--- src/rtl/bcd_to_bin_seq.sv ---
`default_nettype none
// ============================================================================
// Module   : bcd_to_bin_seq
// Purpose  : Sequential reverse double-dabble converter. A packed multi-digit
//            BCD value is turned into binary by shifting the working register
//            {bcd, bin} right one bit per clock. After each shift, 3 is
//            subtracted from every BCD digit that is >= 8. Used on the soda
//            machine entry path to convert BCD price and credit values into
//            binary for the coin and change arithmetic.
// Ports    : clk      - single clock, rising edge
//            rst_n    - asynchronous active-low reset
//            start    - conversion request, sampled only while idle
//            bcd_in   - packed BCD input, digit 0 in bits [3:0]
//            busy     - conversion in progress
//            done     - one-cycle completion pulse
//            bin_out  - result, held until the next completion
//            err      - invalid BCD digit flag, valid while done=1
// Options  : BCD_CHECK_EN - when defined, a start with any digit > 9 is
//            rejected in one clock with done=1, err=1 and bin_out=0.
//            Without it, err is tied to 0.
// Revision : 1.0 - initial release
// ============================================================================
module bcd_to_bin_seq #(
  parameter int DIGITS = 3,
  parameter int BIN_W  = 10
) (
  input  logic                  clk,
  input  logic                  rst_n,
  input  logic                  start,
  input  logic [4*DIGITS-1:0]   bcd_in,
  output logic                  busy,
  output logic                  done,
  output logic [BIN_W-1:0]      bin_out,
  output logic                  err
);

  localparam int c_bcd_w = 4 * DIGITS;
  localparam int c_cnt_w = $clog2(BIN_W + 1);
  localparam logic [c_cnt_w-1:0] c_last_cnt = c_cnt_w'(BIN_W - 1);

  localparam logic [0:0] c_idle  = 1'b0;
  localparam logic [0:0] c_shift = 1'b1;

  logic [0:0]               r_state;
  logic [0:0]               w_next_state;
  logic [c_bcd_w-1:0]       r_bcd;
  logic [BIN_W-1:0]         r_bin;
  logic [c_cnt_w-1:0]       r_cnt;
  logic                     r_done;
  logic [BIN_W-1:0]         r_bin_out;

  logic [c_bcd_w+BIN_W-1:0] w_shift;
  logic [c_bcd_w-1:0]       w_sh_bcd;
  logic [BIN_W-1:0]         w_sh_bin;
  logic [c_bcd_w-1:0]       w_cor_bcd;
  logic                     w_last;
  logic                     w_bad_digit;

  // Shift the whole working register right 1. A zero enters the bcd MSB,
  // and the bcd LSB falls into the bin MSB.
  assign w_shift  = {r_bcd, r_bin} >> 1;
  assign w_sh_bcd = w_shift[c_bcd_w+BIN_W-1:BIN_W];
  assign w_sh_bin = w_shift[BIN_W-1:0];
  assign w_last   = (r_cnt == c_last_cnt);

  // Per-digit correction. Each digit is handled on its own, with no borrow
  // passed between digits.
  generate
    for (genvar i = 0; i < DIGITS; i++) begin : g_digit
      logic [3:0] w_d;
      assign w_d = w_sh_bcd[4*i +: 4];
      assign w_cor_bcd[4*i +: 4] = (w_d >= 4'd8) ? (w_d - 4'd3) : w_d;
    end
  endgenerate

`ifdef BCD_CHECK_EN
  logic [DIGITS-1:0] w_digit_bad;

  generate
    for (genvar i = 0; i < DIGITS; i++) begin : g_check
      assign w_digit_bad[i] = (bcd_in[4*i +: 4] > 4'd9);
    end
  endgenerate

  assign w_bad_digit = |w_digit_bad;

  logic r_err;

  // The flag is set by a rejected start and cleared by a normal completion.
  // Between those events it keeps its value; it is only meaningful with done.
  always_ff @(posedge clk or negedge rst_n) begin
    if (!rst_n) begin
      r_err <= 1'b0;
    end else if (r_state == c_idle && start && w_bad_digit) begin
      r_err <= 1'b1;
    end else if (r_state == c_shift && w_last) begin
      r_err <= 1'b0;
    end
  end

  assign err = r_err;
`else
  assign w_bad_digit = 1'b0;
  assign err         = 1'b0;
`endif

  // State register
  always_ff @(posedge clk or negedge rst_n) begin
    if (!rst_n) begin
      r_state <= c_idle;
    end else begin
      r_state <= w_next_state;
    end
  end

  // Next-state logic
  always_comb begin
    w_next_state = r_state;
    case (r_state)
      c_idle: begin
        if (start && !w_bad_digit) begin
          w_next_state = c_shift;
        end
      end
      c_shift: begin
        if (w_last) begin
          w_next_state = c_idle;
        end
      end
      default: w_next_state = c_idle;
    endcase
  end

  // Output logic
  always_comb begin
    busy = (r_state == c_shift);
  end

  // Datapath registers
  always_ff @(posedge clk or negedge rst_n) begin
    if (!rst_n) begin
      r_bcd     <= '0;
      r_bin     <= '0;
      r_cnt     <= '0;
      r_done    <= 1'b0;
      r_bin_out <= '0;
    end else begin
      r_done <= 1'b0;
      case (r_state)
        c_idle: begin
          if (start) begin
            if (w_bad_digit) begin
              r_done    <= 1'b1;
              r_bin_out <= '0;
            end else begin
              r_bcd <= bcd_in;
              r_bin <= '0;
              r_cnt <= '0;
            end
          end
        end
        c_shift: begin
          r_bcd <= w_cor_bcd;
          r_bin <= w_sh_bin;
          r_cnt <= r_cnt + 1'b1;
          if (w_last) begin
            r_bin_out <= w_sh_bin;
            r_done    <= 1'b1;
          end
        end
        default: ;
      endcase
    end
  end

  assign done    = r_done;
  assign bin_out = r_bin_out;

endmodule
`default_nettype wire

--- config.mk ---
export PLATFORM = sky130hd
export DESIGN_NAME = bcd_to_bin_seq
export DESIGN_NICKNAME = d
export VERILOG_FILES = /design/src/rtl/bcd_to_bin_seq.sv
export SDC_FILE = /design/constraint.sdc
export NUM_CORES = 1
export LEC_CHECK = 0
export ABC_AREA = 1
export BUFFER_PORTS_ARGS = -buffer_cell sky130_fd_sc_hd__buf_2
export CAP_MARGIN = 20
export CORE_ASPECT_RATIO = 0.8
export CORE_MARGIN = 4
export CORE_UTILIZATION = 35
export DETAILED_ROUTE_END_ITERATION = 16
export GPL_TIMING_DRIVEN = 0
export PLACE_DENSITY = 0.56
export SYNTH_ARGS = -nofsm -noshare
export SYNTH_HDL_FRONTEND = slang
export SYNTH_SLANG_ARGS = --single-unit
--- constraint.sdc ---
create_clock -name clk -period 1.2 [get_ports clk]
set_input_delay 0.12 -clock clk [delete_from_list [all_inputs] [get_ports clk]]
set_output_delay 0.12 -clock clk [all_outputs]
set_load 0.005 [all_outputs]
==> impl_metrics.env, run 1 <==
export IMPL_setup_viol=0
export IMPL_crit_fanout=10
export IMPL_antenna_cells=0
export IMPL_dieArea_um2=5960
export IMPL_wl_per_cell_um=12.0
export IMPL_ys_warnings_count=0
export IMPL_seq_area_frac_synth_pct=55.3
export IMPL_h_tree_depth=2
export IMPL_maxCapViolCount=0
export IMPL_first_pass_iters=4
export IMPL_num_rows=22
export IMPL_hpwl_mm=2.43
export IMPL_postRouteAntennaNets=0
export IMPL_cpMaxStageDelayCell="dfrtp_1"
export IMPL_grt_pass1_wl_mm=6.03
export IMPL_syn_inst=191
export IMPL_grt_max_degree=38
export IMPL_synth_top_area_share_pct=55.3
export IMPL_outcome="finished clean"
export IMPL_grt_pass1_vias=1254
export IMPL_grt_overflow=0
export IMPL_synth_main_ff_cell="dfrtp_1"
export IMPL_cts_made_buffers=5
export IMPL_start_util_pct=36.4
export IMPL_max_slew_margin_pct=45.9
export IMPL_cp_end_kind="flop"
export IMPL_layout_commonest_cell="nand2_1"
export IMPL_slew_violations=0
export IMPL_cp_required_ns=1.38
export IMPL_drtIter0Drc=90
export IMPL_ys_types=21
export IMPL_nNetsFinal=249
export IMPL_dpl_cell_area_um2=1880
export IMPL_drc=0
export IMPL_layout_common_cells="nand2_1 (49), dfrtp_1 (37), buf_2 (28), inv_1 (26), nor2_1 (13)"
export IMPL_clock_sinks=37
export IMPL_p_per_area_nw_per_um2=2430
export IMPL_final_cell_area_um2=2040
export IMPL_yosys_top_cells_area="dfrtp_1 (55%), nand2_1 (11%), inv_1 (6.1%)"
export IMPL_num_vias=1303
export IMPL_cp_slowest_stage_delay_ns=0.44
export IMPL_crit_path_cell_trace="ha_1, nand4_2, buf_4, o21ai_0"
export IMPL_gp_congestion=0.762
export IMPL_synth_top_area_cell="dfrtp_1"
export IMPL_hold_viol_final=0
export IMPL_ir_worst_vdd_mv=0.729
export IMPL_clk_path_buf_depth=2
export IMPL_via_per_inst=4.51
export IMPL_syn_avg_cell_area_um2=8.76
export IMPL_synth_nets=212
export IMPL_synth_seq_cells=37
export IMPL_fin_setup_tns_ns=0
export IMPL_synth_edf_count=0
export IMPL_die_w_um=85.3
export IMPL_finClkSkew_ns=0.00927
export IMPL_post_route_cells_drive_above_1_share_pct=23.6
export IMPL_fmax_mhz=870
export IMPL_io_pins=28
export IMPL_whs_ns=0.0286
export IMPL_start_kind="flop"
export IMPL_area_delta_synth_final_pct=21.9
export IMPL_hold_path_class="in -> reg"
export IMPL_crit_type="reg -> reg"
export IMPL_worstPathArrival_ns=1.33
export IMPL_core_area_um2=4600
export IMPL_worst_pin_slew_ns=0.811
export IMPL_power_leakage_nw=1.07
export IMPL_synth_cell_area_um2=1670
export IMPL_fp_dieH_um=69.9
export IMPL_root_buffer="clkbuf_8"
export IMPL_cts_tree="built"
export IMPL_min_period_ns=1.15
export IMPL_io_buffers=26
export IMPL_clkLatencyLatePin_ns=0.29
export IMPL_rsz0062_at_grt="true"
export IMPL_fin_crit_sh_pct=95.8
export IMPL_antenna_found_initial=0
export IMPL_clk_pin_slew_ns=0.08
export IMPL_track_usage_pct=12.7
export IMPL_synthArstFlopShare_pct=100
export IMPL_wirelength_mm=3.47
==> Yosys cell counts, types with 2 or more instances <==
cell      instances
a21oi_1           3
buf_2             5
dfrtp_1          37
ha_1              6
inv_1            27
nand2_1          50
nand3_1           8
nor2_1           13
nor2_2            2
o211ai_1          4
o21ai_0          11
o21ai_1           5
o22ai_1          12
==> layout make-up <==
class / instances / area (um2)
fill: 465 / 2560
sequential: 37 / 926
multi-input combinational: 118 / 618
timing repair buffer: 30 / 163
inverter: 29 / 114
tap: 60 / 75.1
clock buffer: 5 / 68.8
buffer: 7 / 58.8
clock inverter: 3 / 17.5
==> through the flow <==
step                setup slack, ns  utilization (%)  total power [mW]  cells
floorplan                    0.0871                -              3.38    191
global placement            -0.0392             40.9              3.91    277
detailed placement          -0.0334             40.9              3.97    277
CTS                         0.00297             43.4              4.88    286
global route                -0.0422             44.4              5.40    289
finish                       0.0499             44.4              4.96    289
==> critical path: cells and delay by family (launching register included) <==
family                   cells  cell delay (ns)
AND/OR/NAND/NOR              1             0.11
buffers and inverters        1             0.18
flip-flops                   1             0.44
AO/OA/AOI/OAI                1             0.08
adder cells (fa/ha/maj)      1             0.23
==> sequential cells by signal, summed over array words and instances, names as in the netlist <==
| name | cells |
|---|---|
| bin_out | 10 |
| r_cnt | 4 |
| busy | 1 |
| done | 1 |
| r_bin | 9 |
| r_bcd | 12 |
==> layer usage <==
layer / up-vias / wire [um] / global-route usage [%]
li1: 683 / - / -
met1: 597 / 1720 / 19.2
met2: 18 / 1560 / 17.1
met3: 5 / 130 / 2.95
met4: 0 / 64 / 5.27
met5: - / 0 / 0
==> cells by family after synthesis <==
group	share of synthesized area [%]
AO/OA/AOI/OAI	12.0
adder cells (fa/ha/maj)	4.48
buffers and inverters	9.27
flip-flops	55.3
other	0.224
AND/OR/NAND/NOR	18.8
==> where the power goes <==
group / switching [mW] / leakage (nW) / total (mW) / internal [mW]
clock: 0.460 / 0.0439 / 0.861 / 0.401
combinational: 1.18 / 0.557 / 2.05 / 0.868
sequential: 0.277 / 0.468 / 2.05 / 1.78
total: 1.92 / 1.07 / 4.96 / 3.04
==> what timing repair did <==
item,in CTS,in global routing
buffers inserted,0,3
hold endpoints to repair,37,0
gates resized for setup,7,9
setup endpoints to repair,21,24
hold buffers,1,0
==> final timing paths <==
path                                        startpoint                endpoint  slack (ns)  depth (start not counted)
min in group asynchronous                        rst_n    r_bcd[7]$_DFFE_PN0P_        0.46                          2
worst min register to register  bin_out[9]$_DFFE_PN0P_  bin_out[9]$_DFFE_PN0P_        0.48                          2
worst max register to register    r_cnt[0]$_DFFE_PN0P_  bin_out[2]$_DFFE_PN0P_        0.05                          4
worst min-delay path                        bcd_in[11]   r_bcd[11]$_DFFE_PN0P_        0.03                          3
max in group asynchronous                        rst_n  bin_out[3]$_DFFE_PN0P_        0.21                          2
worst max-delay path              r_cnt[0]$_DFFE_PN0P_  bin_out[2]$_DFFE_PN0P_        0.05                          4
Note: power is estimated with default switching activity, not from simulation.
==> run 2: changes to the inputs <==
- ABC_AREA: 1 -> not set
==> run 2 against run 1 <==
Compared with the run above:
- the flow now finishes with violations (setup timing)
- sequential power grew 9%
- combinational power is essentially flat
- clock skew is 0.0050 ns lower
- critical endpoint is now bin_out[1]$_DFFE_PN0P_
- largest power group unchanged
- largest cell class unchanged
==> impl_metrics.env, run 2 <==
export IMPL_yosysMostFrequentCell="dfrtp_1"
export IMPL_core_area_um2=4650
export IMPL_antenna_cells=0
export IMPL_synth_top_area_share_pct=54.0
export IMPL_utilization_pct=45.9
export IMPL_cp_required_ns=1.37
export IMPL_worst_path_buf_inv=2
export IMPL_fmax_mhz=699
export IMPL_violations="setup timing"
export IMPL_layout_common_cells="dfrtp_1 (36), nand2_1 (28), buf_2 (26), mux2_4 (10), mux2i_1 (9)"
export IMPL_synth_main_ff_cell="dfrtp_1"
export IMPL_min_from="bcd_in[11]"
export IMPL_antenna_found_initial=0
export IMPL_nNetsFinal=212
export IMPL_critical_path_top_delay_family="flip-flops"
export IMPL_min_period_ns=1.43
export IMPL_cpMaxStageDelayCell="dfrtp_1"
export IMPL_io_buffers=25
export IMPL_grt_overflow=0
export IMPL_rsz0062_at_grt="true"
export IMPL_fin_crit_sh_pct=119
export IMPL_clk_pin_slew_ns=0.07
export IMPL_wl_per_cell_um=14.2
export IMPL_seq_area_frac_synth_pct=54.0
export IMPL_worstPathArrival_ns=1.61
export IMPL_synth_nets=172
export IMPL_post_route_cells_drive_above_1_share_pct=34.0
export IMPL_h_tree_depth=2
export IMPL_finalPower_mw=5.34
export IMPL_area_delta_synth_final_pct=24.4
export IMPL_grt_pass1_vias=1244
export IMPL_maxCapViolCount=0
export IMPL_clk_path_buf_depth=2
export IMPL_die_w_um=86.3
export IMPL_grt_pass1_wl_mm=6.07
export IMPL_outcome="finished, violations left"
export IMPL_p_per_area_nw_per_um2=2500
export IMPL_synth_edf_count=0
export IMPL_worst_pin_slew_ns=0.508
export IMPL_finClkSkew_ns=0.00430
export IMPL_power_leakage_nw=1.10
export IMPL_crit_type="reg -> reg"
export IMPL_syn_avg_cell_area_um2=11.4
export IMPL_start_kind="flop"
export IMPL_gp_congestion=0.752
export IMPL_synthArstFlopShare_pct=100
export IMPL_crit_fanout=5
export IMPL_yosys_top_cells_area="dfrtp_1 (54%), mux2_4 (7.9%), nand2_1 (6.1%)"
export IMPL_max_slew_margin_pct=66.1
export IMPL_drtIter0Drc=57
export IMPL_setup_viol=12
export IMPL_cp_slowest_stage_delay_ns=0.39
export IMPL_regMostFlops="r_bcd"
export IMPL_start_util_pct=36.9
export IMPL_grt_max_degree=38
export IMPL_worst_slack_ns=-0.231
export IMPL_dieArea_um2=6090
export IMPL_track_usage_pct=12.9
export IMPL_fp_dieH_um=70.6
export IMPL_ys_types=26
export IMPL_io_pins=28
export IMPL_hold_path_class="in -> reg"
export IMPL_syn_inst=151
export IMPL_layout_commonest_cell="dfrtp_1"
export IMPL_clock_sinks=37
export IMPL_synth_seq_cells=37
export IMPL_ys_warnings_count=0
export IMPL_hold_viol_final=0
export IMPL_synth_top_area_cell="dfrtp_1"
export IMPL_wirelength_mm=3.57
export IMPL_cp_end_kind="flop"
export IMPL_cts_made_buffers=5
export IMPL_largest_reg_flops=12
export IMPL_ir_worst_vdd_mv=0.877
export IMPL_num_rows=22
export IMPL_clkLatencyLatePin_ns=0.29
export IMPL_synth_cell_area_um2=1720
export IMPL_via_per_inst=4.87
export IMPL_root_buffer="clkbuf_8"
export IMPL_fill_cells=438
export IMPL_cts_tree="built"
export IMPL_postRouteAntennaNets=0
export IMPL_hpwl_mm=2.48
export IMPL_slew_violations=0
export IMPL_timing_critical_path_from="r_cnt[1]$_DFFE_PN0P_"
export IMPL_timing_rr_start="r_cnt[1]$_DFFE_PN0P_"
export IMPL_first_pass_iters=4
export IMPL_num_vias=1222
export IMPL_drc=0
export IMPL_crit_path_cell_trace="inv_1, ha_2, nand4b_1, buf_6, mux2_4"
export IMPL_synth_top_cells_by_count="dfrtp_1 (37), nand2_1 (28), mux2_4 (9), mux2i_1 (9), o21ai_0 (8)"
==> run 2: cell count changes after synthesis, sizes merged, moves of 7 or more <==
cell / change
nand2: -23
inv: -22
mux2: +10
o22ai: -10
nand3: -7
mux2i: +9
nor2: -11
==> run 2: timing repair <==
item / in CTS / in global routing
setup buffers: 4 / 2
gates resized for setup: 8 / 10
hold buffers: 1 / 0
pin swaps: 1 / 2
endpoints found under the hold margin: 37 / 0
gates cloned: 1 / 0
endpoints found under the setup margin: 29 / 47
==> run 2: path summary, 6_finish.rpt <==
kind                                          endpoint  cells past startpoint  slack [ns]
min in group asynchronous               done$_DFF_PN0_                      2        0.36
worst min register to register  bin_out[6]$_DFFE_PN0P_                      1        0.50
worst max register to register  bin_out[1]$_DFFE_PN0P_                      5       -0.23
worst min-delay path             r_bcd[11]$_DFFE_PN0P_                      3        0.09
max in group asynchronous               busy$_DFF_PN0_                      2        0.47
worst max-delay path            bin_out[1]$_DFFE_PN0P_                      5       -0.23
==> run 2: per-stage QoR <==
| stage | hold WS [ns] | area (um2) | std cells | TNS, ns | setup slack, ns |
|---|---|---|---|---|---|
| 2_1_floorplan | -0.176 | 1720 | 151 | -1.03 | -0.114 |
| 3_3_place_gp | 0.253 | 1920 | 236 | -1.79 | -0.195 |
| 3_5_place_dp | 0.263 | 1920 | 236 | -2.70 | -0.242 |
| 4_1_cts | 0.0850 | 2090 | 249 | -2.31 | -0.226 |
| 5_1_grt | 0.117 | 2130 | 251 | -2.84 | -0.267 |
| 6_report | 0.0882 | 2130 | 251 | -2.35 | -0.231 |
==> run 2: metal layers <==
| metal | part of all wire [%] | wire [um] | vias to the layer above | global-route usage, % |
|---|---|---|---|---|
| li1 | - | - | 586 | - |
| met1 | 49 | 1740 | 602 | 18.1 |
| met2 | 45 | 1600 | 27 | 18.9 |
| met3 | 4.8 | 170 | 7 | 3.49 |
| met4 | 1.8 | 63 | 0 | 5.19 |
| met5 | 0 | 0 | - | 0 |
==> run 2: cell families after synthesis <==
kind of cell | share of synthesized area (%)
simple gates | 8.68
mux | 13.8
fa+ha+maj | 4.38
xor+xnor | 3.06
other cells | 0.219
buf+inv | 4.81
compound gates | 11.1
flops | 54.0
==> run 2: area by class of cell <==
class	instances	area, um2	area share, %
tap	60	75.1	3.52
clock buffer	5	68.8	3.23
sequential	37	927	43.5
multi-input combinational	98	724	34.0
buffer	9	70.1	3.28
timing repair buffer	33	201	9.44
clock inverter	2	35.0	1.64
inverter	7	31.3	1.47
==> run 2: worst reg2reg max path, delay by kind of cell, from the launching register on <==
kind                     cells  cell delay (ns)
flip-flops                   1             0.39
AND/OR/NAND/NOR              1             0.21
multiplexers                 1             0.29
buffers and inverters        2             0.28
adder cells (fa/ha/maj)      1             0.15
==> run 2: report_power, final <==
| part | switching, mW | internal (mW) |
|---|---|---|
| combinational | 0.926 | 1.14 |
| sequential | 0.437 | 1.81 |
| clock | 0.423 | 0.603 |
| total | 1.79 | 3.55 |
==> run 3: changes to the inputs <==
- BUFFER_PORTS_ARGS: -buffer_cell sky130_fd_sc_hd__buf_2 -> -buffer_cell sky130_fd_sc_hd__clkbuf_2
==> run 3 against run 2 <==
Compared with the run above:
- the run ends with hold timing, setup timing left
- design area decreased by 3.1%
- power decreased by 2.1%
- worst hold slack got worse by 0.14 ns
- core utilization decreased by 1.4 points
- register-to-register slack improved by 0.08 ns
- combinational power decreased by 6%
- largest cell class unchanged
- largest power group unchanged
==> impl_metrics.env, run 3 (synthesis results as in run 2) <==
export IMPL_fin_setup_tns_ns=-1.47
export IMPL_power_leakage_nw=1.08
export IMPL_cp_end_kind="flop"
export IMPL_die_w_um=86.3
export IMPL_reg2reg_slack_ns=-0.15
export IMPL_wl_per_cell_um=14.1
export IMPL_cpMaxStageDelayCell="dfrtp_1"
export IMPL_core_area_um2=4650
export IMPL_place_ws_ns=-0.228
export IMPL_area_delta_synth_final_pct=20.5
export IMPL_num_vias=1181
export IMPL_num_rows=22
export IMPL_cp_slowest_stage_delay_ns=0.39
export IMPL_fin_cells=247
export IMPL_largest_reg_flops=12
export IMPL_drtIter0Drc=68
export IMPL_maxCapViolCount=0
export IMPL_clock_sinks=37
export IMPL_cts_made_buffers=5
export IMPL_post_route_cells_drive_above_1_share_pct=32.1
export IMPL_hold_path_class="in -> async"
export IMPL_p_per_area_nw_per_um2=2530
export IMPL_timing_rr_start="r_cnt[1]$_DFFE_PN0P_"
export IMPL_fin_crit_sh_pct=112
export IMPL_layout_common_cells="dfrtp_1 (36), nand2_1 (28), clkbuf_2 (25), mux2_4 (10), mux2i_1 (9)"
export IMPL_drc=0
export IMPL_clk_pin_slew_ns=0.07
export IMPL_layout_commonest_cell="dfrtp_1"
export IMPL_hold_viol_final=37
export IMPL_wl_met3_um=196
export IMPL_wirelength_mm=3.47
export IMPL_critical_path_top_delay_family="flip-flops"
export IMPL_gp_congestion=0.752
export IMPL_worst_pin_slew_ns=0.906
export IMPL_postRouteAntennaNets=0
export IMPL_io_buffers=25
export IMPL_r2r_end="bin_out[1]$_DFFE_PN0P_"
export IMPL_worstPathArrival_ns=1.52
export IMPL_track_usage_pct=12.3
export IMPL_via_per_inst=4.78
export IMPL_antenna_found_initial=0
export IMPL_nNetsFinal=208
export IMPL_grt_max_degree=38
export IMPL_clk_path_buf_depth=2
export IMPL_setup_viol=11
export IMPL_dr_wl_met2_mm=1.59
export IMPL_final_cell_area_um2=2070
export IMPL_start_kind="flop"
export IMPL_clkLatencyLatePin_ns=0.28
export IMPL_root_buffer="clkbuf_8"
export IMPL_grt_pass1_vias=1181
export IMPL_min_period_ns=1.35
export IMPL_worst_path_buf_inv=2
export IMPL_crit_type="reg -> reg"
export IMPL_regMostFlops="r_bcd"
export IMPL_finalPower_mw=5.22
export IMPL_h_tree_depth=2
export IMPL_dpl_cell_area_um2=1920
export IMPL_slew_violations=0
export IMPL_worst_slack_ns=-0.149
export IMPL_fmax_mhz=741
export IMPL_cts_tree="built"
export IMPL_whs_ns=-0.0480
export IMPL_crit_path_cell_trace="inv_1, ha_2, nand4b_1, buf_6, mux2_4"
export IMPL_ir_worst_vdd_mv=0.897
export IMPL_max_slew_margin_pct=39.6
export IMPL_dieArea_um2=6090
export IMPL_start_util_pct=36.9
export IMPL_reg2regPathDepth=5
export IMPL_dp_cells=236
export IMPL_fp_dieH_um=70.6
export IMPL_outcome="finished, violations left"
export IMPL_grt_pass1_wl_mm=5.89
export IMPL_crit_fanout=10
export IMPL_hpwl_mm=2.51
export IMPL_wl_met1_mm=1.66
export IMPL_timing_critical_path_from="r_cnt[1]$_DFFE_PN0P_"
export IMPL_cp_required_ns=1.37
export IMPL_fill_cells=455
export IMPL_utilization_pct=44.4
export IMPL_finClkSkew_ns=0.00548
export IMPL_violations="hold timing, setup timing"
export IMPL_grt_overflow=0
export IMPL_first_pass_iters=4
export IMPL_top_layer="met4"
export IMPL_antenna_cells=0
export IMPL_rsz0062_at_grt="true"
export IMPL_io_pins=28
## run 3: cell count changes in the layout (fill, tap and decap cells not counted), moves of 2 or more
cell | before | now
buf_2 | 26 | 2
buf_6 | 5 | 1
clkbuf_2 | 0 | 25
inv_2 | 0 | 2
inv_4 | 2 | 0
o21ai_0 | 8 | 6
o21ai_1 | 6 | 8
## run 3: metal layers
metal | vias to the layer above | global-route usage, %
met5 | - | 0
met1 | 569 | 17.6
met2 | 29 | 17.9
met4 | 0 | 3.63
li1 | 579 | -
met3 | 4 | 3.96
## run 3: layout make-up
| cell class | count | area, um2 | area share, % |
|---|---|---|---|
| Sequential cell | 37 | 927 | 44.9 |
| Inverter | 7 | 26.3 | 1.27 |
| Clock buffer | 5 | 68.8 | 3.33 |
| Timing Repair Buffer | 29 | 155 | 7.51 |
| Buffer | 9 | 66.3 | 3.21 |
| Multi-Input combinational cell | 98 | 713 | 34.5 |
| Clock inverter | 2 | 35.0 | 1.69 |
| Tap cell | 60 | 75.1 | 3.63 |
## run 3: what timing repair did
item,4_1_cts,5_1_grt
setup buffers,3,1
gates resized for setup,3,5
endpoints found under the hold margin,37,0
setup endpoints to repair,29,21
pin swaps,0,0
## run 3: worst max path at each step
| stage | cells after the start | slack [ns] | endpoint |
|---|---|---|---|
| 2_1_floorplan | 5 | -0.11 | bin_out[0]$_DFFE_PN0P_ |
| 4_1_cts | 5 | -0.16 | bin_out[5]$_DFFE_PN0P_ |
| 3_5_place_dp | 5 | -0.23 | bin_out[3]$_DFFE_PN0P_ |
| 3_3_place_gp | 5 | -0.20 | bin_out[5]$_DFFE_PN0P_ |
| 5_1_grt | 5 | -0.20 | bin_out[3]$_DFFE_PN0P_ |
| 6_report | 5 | -0.15 | bin_out[1]$_DFFE_PN0P_ |
## run 3: report_power, final
group	internal, mW	total [mW]	switching (mW)	leakage (nW)
sequential	1.81	2.25	0.449	0.468
combinational	1.06	1.94	0.877	0.557
clock	0.604	1.03	0.427	0.0540
## run 3: worst register-to-register path, cell delays in order, from the launching register on
cell and delay, ns:
dfrtp_1 0.39, inv_1 0.06, ha_2 0.15, nand4b_1 0.15, buf_6 0.20, mux2_4 0.30
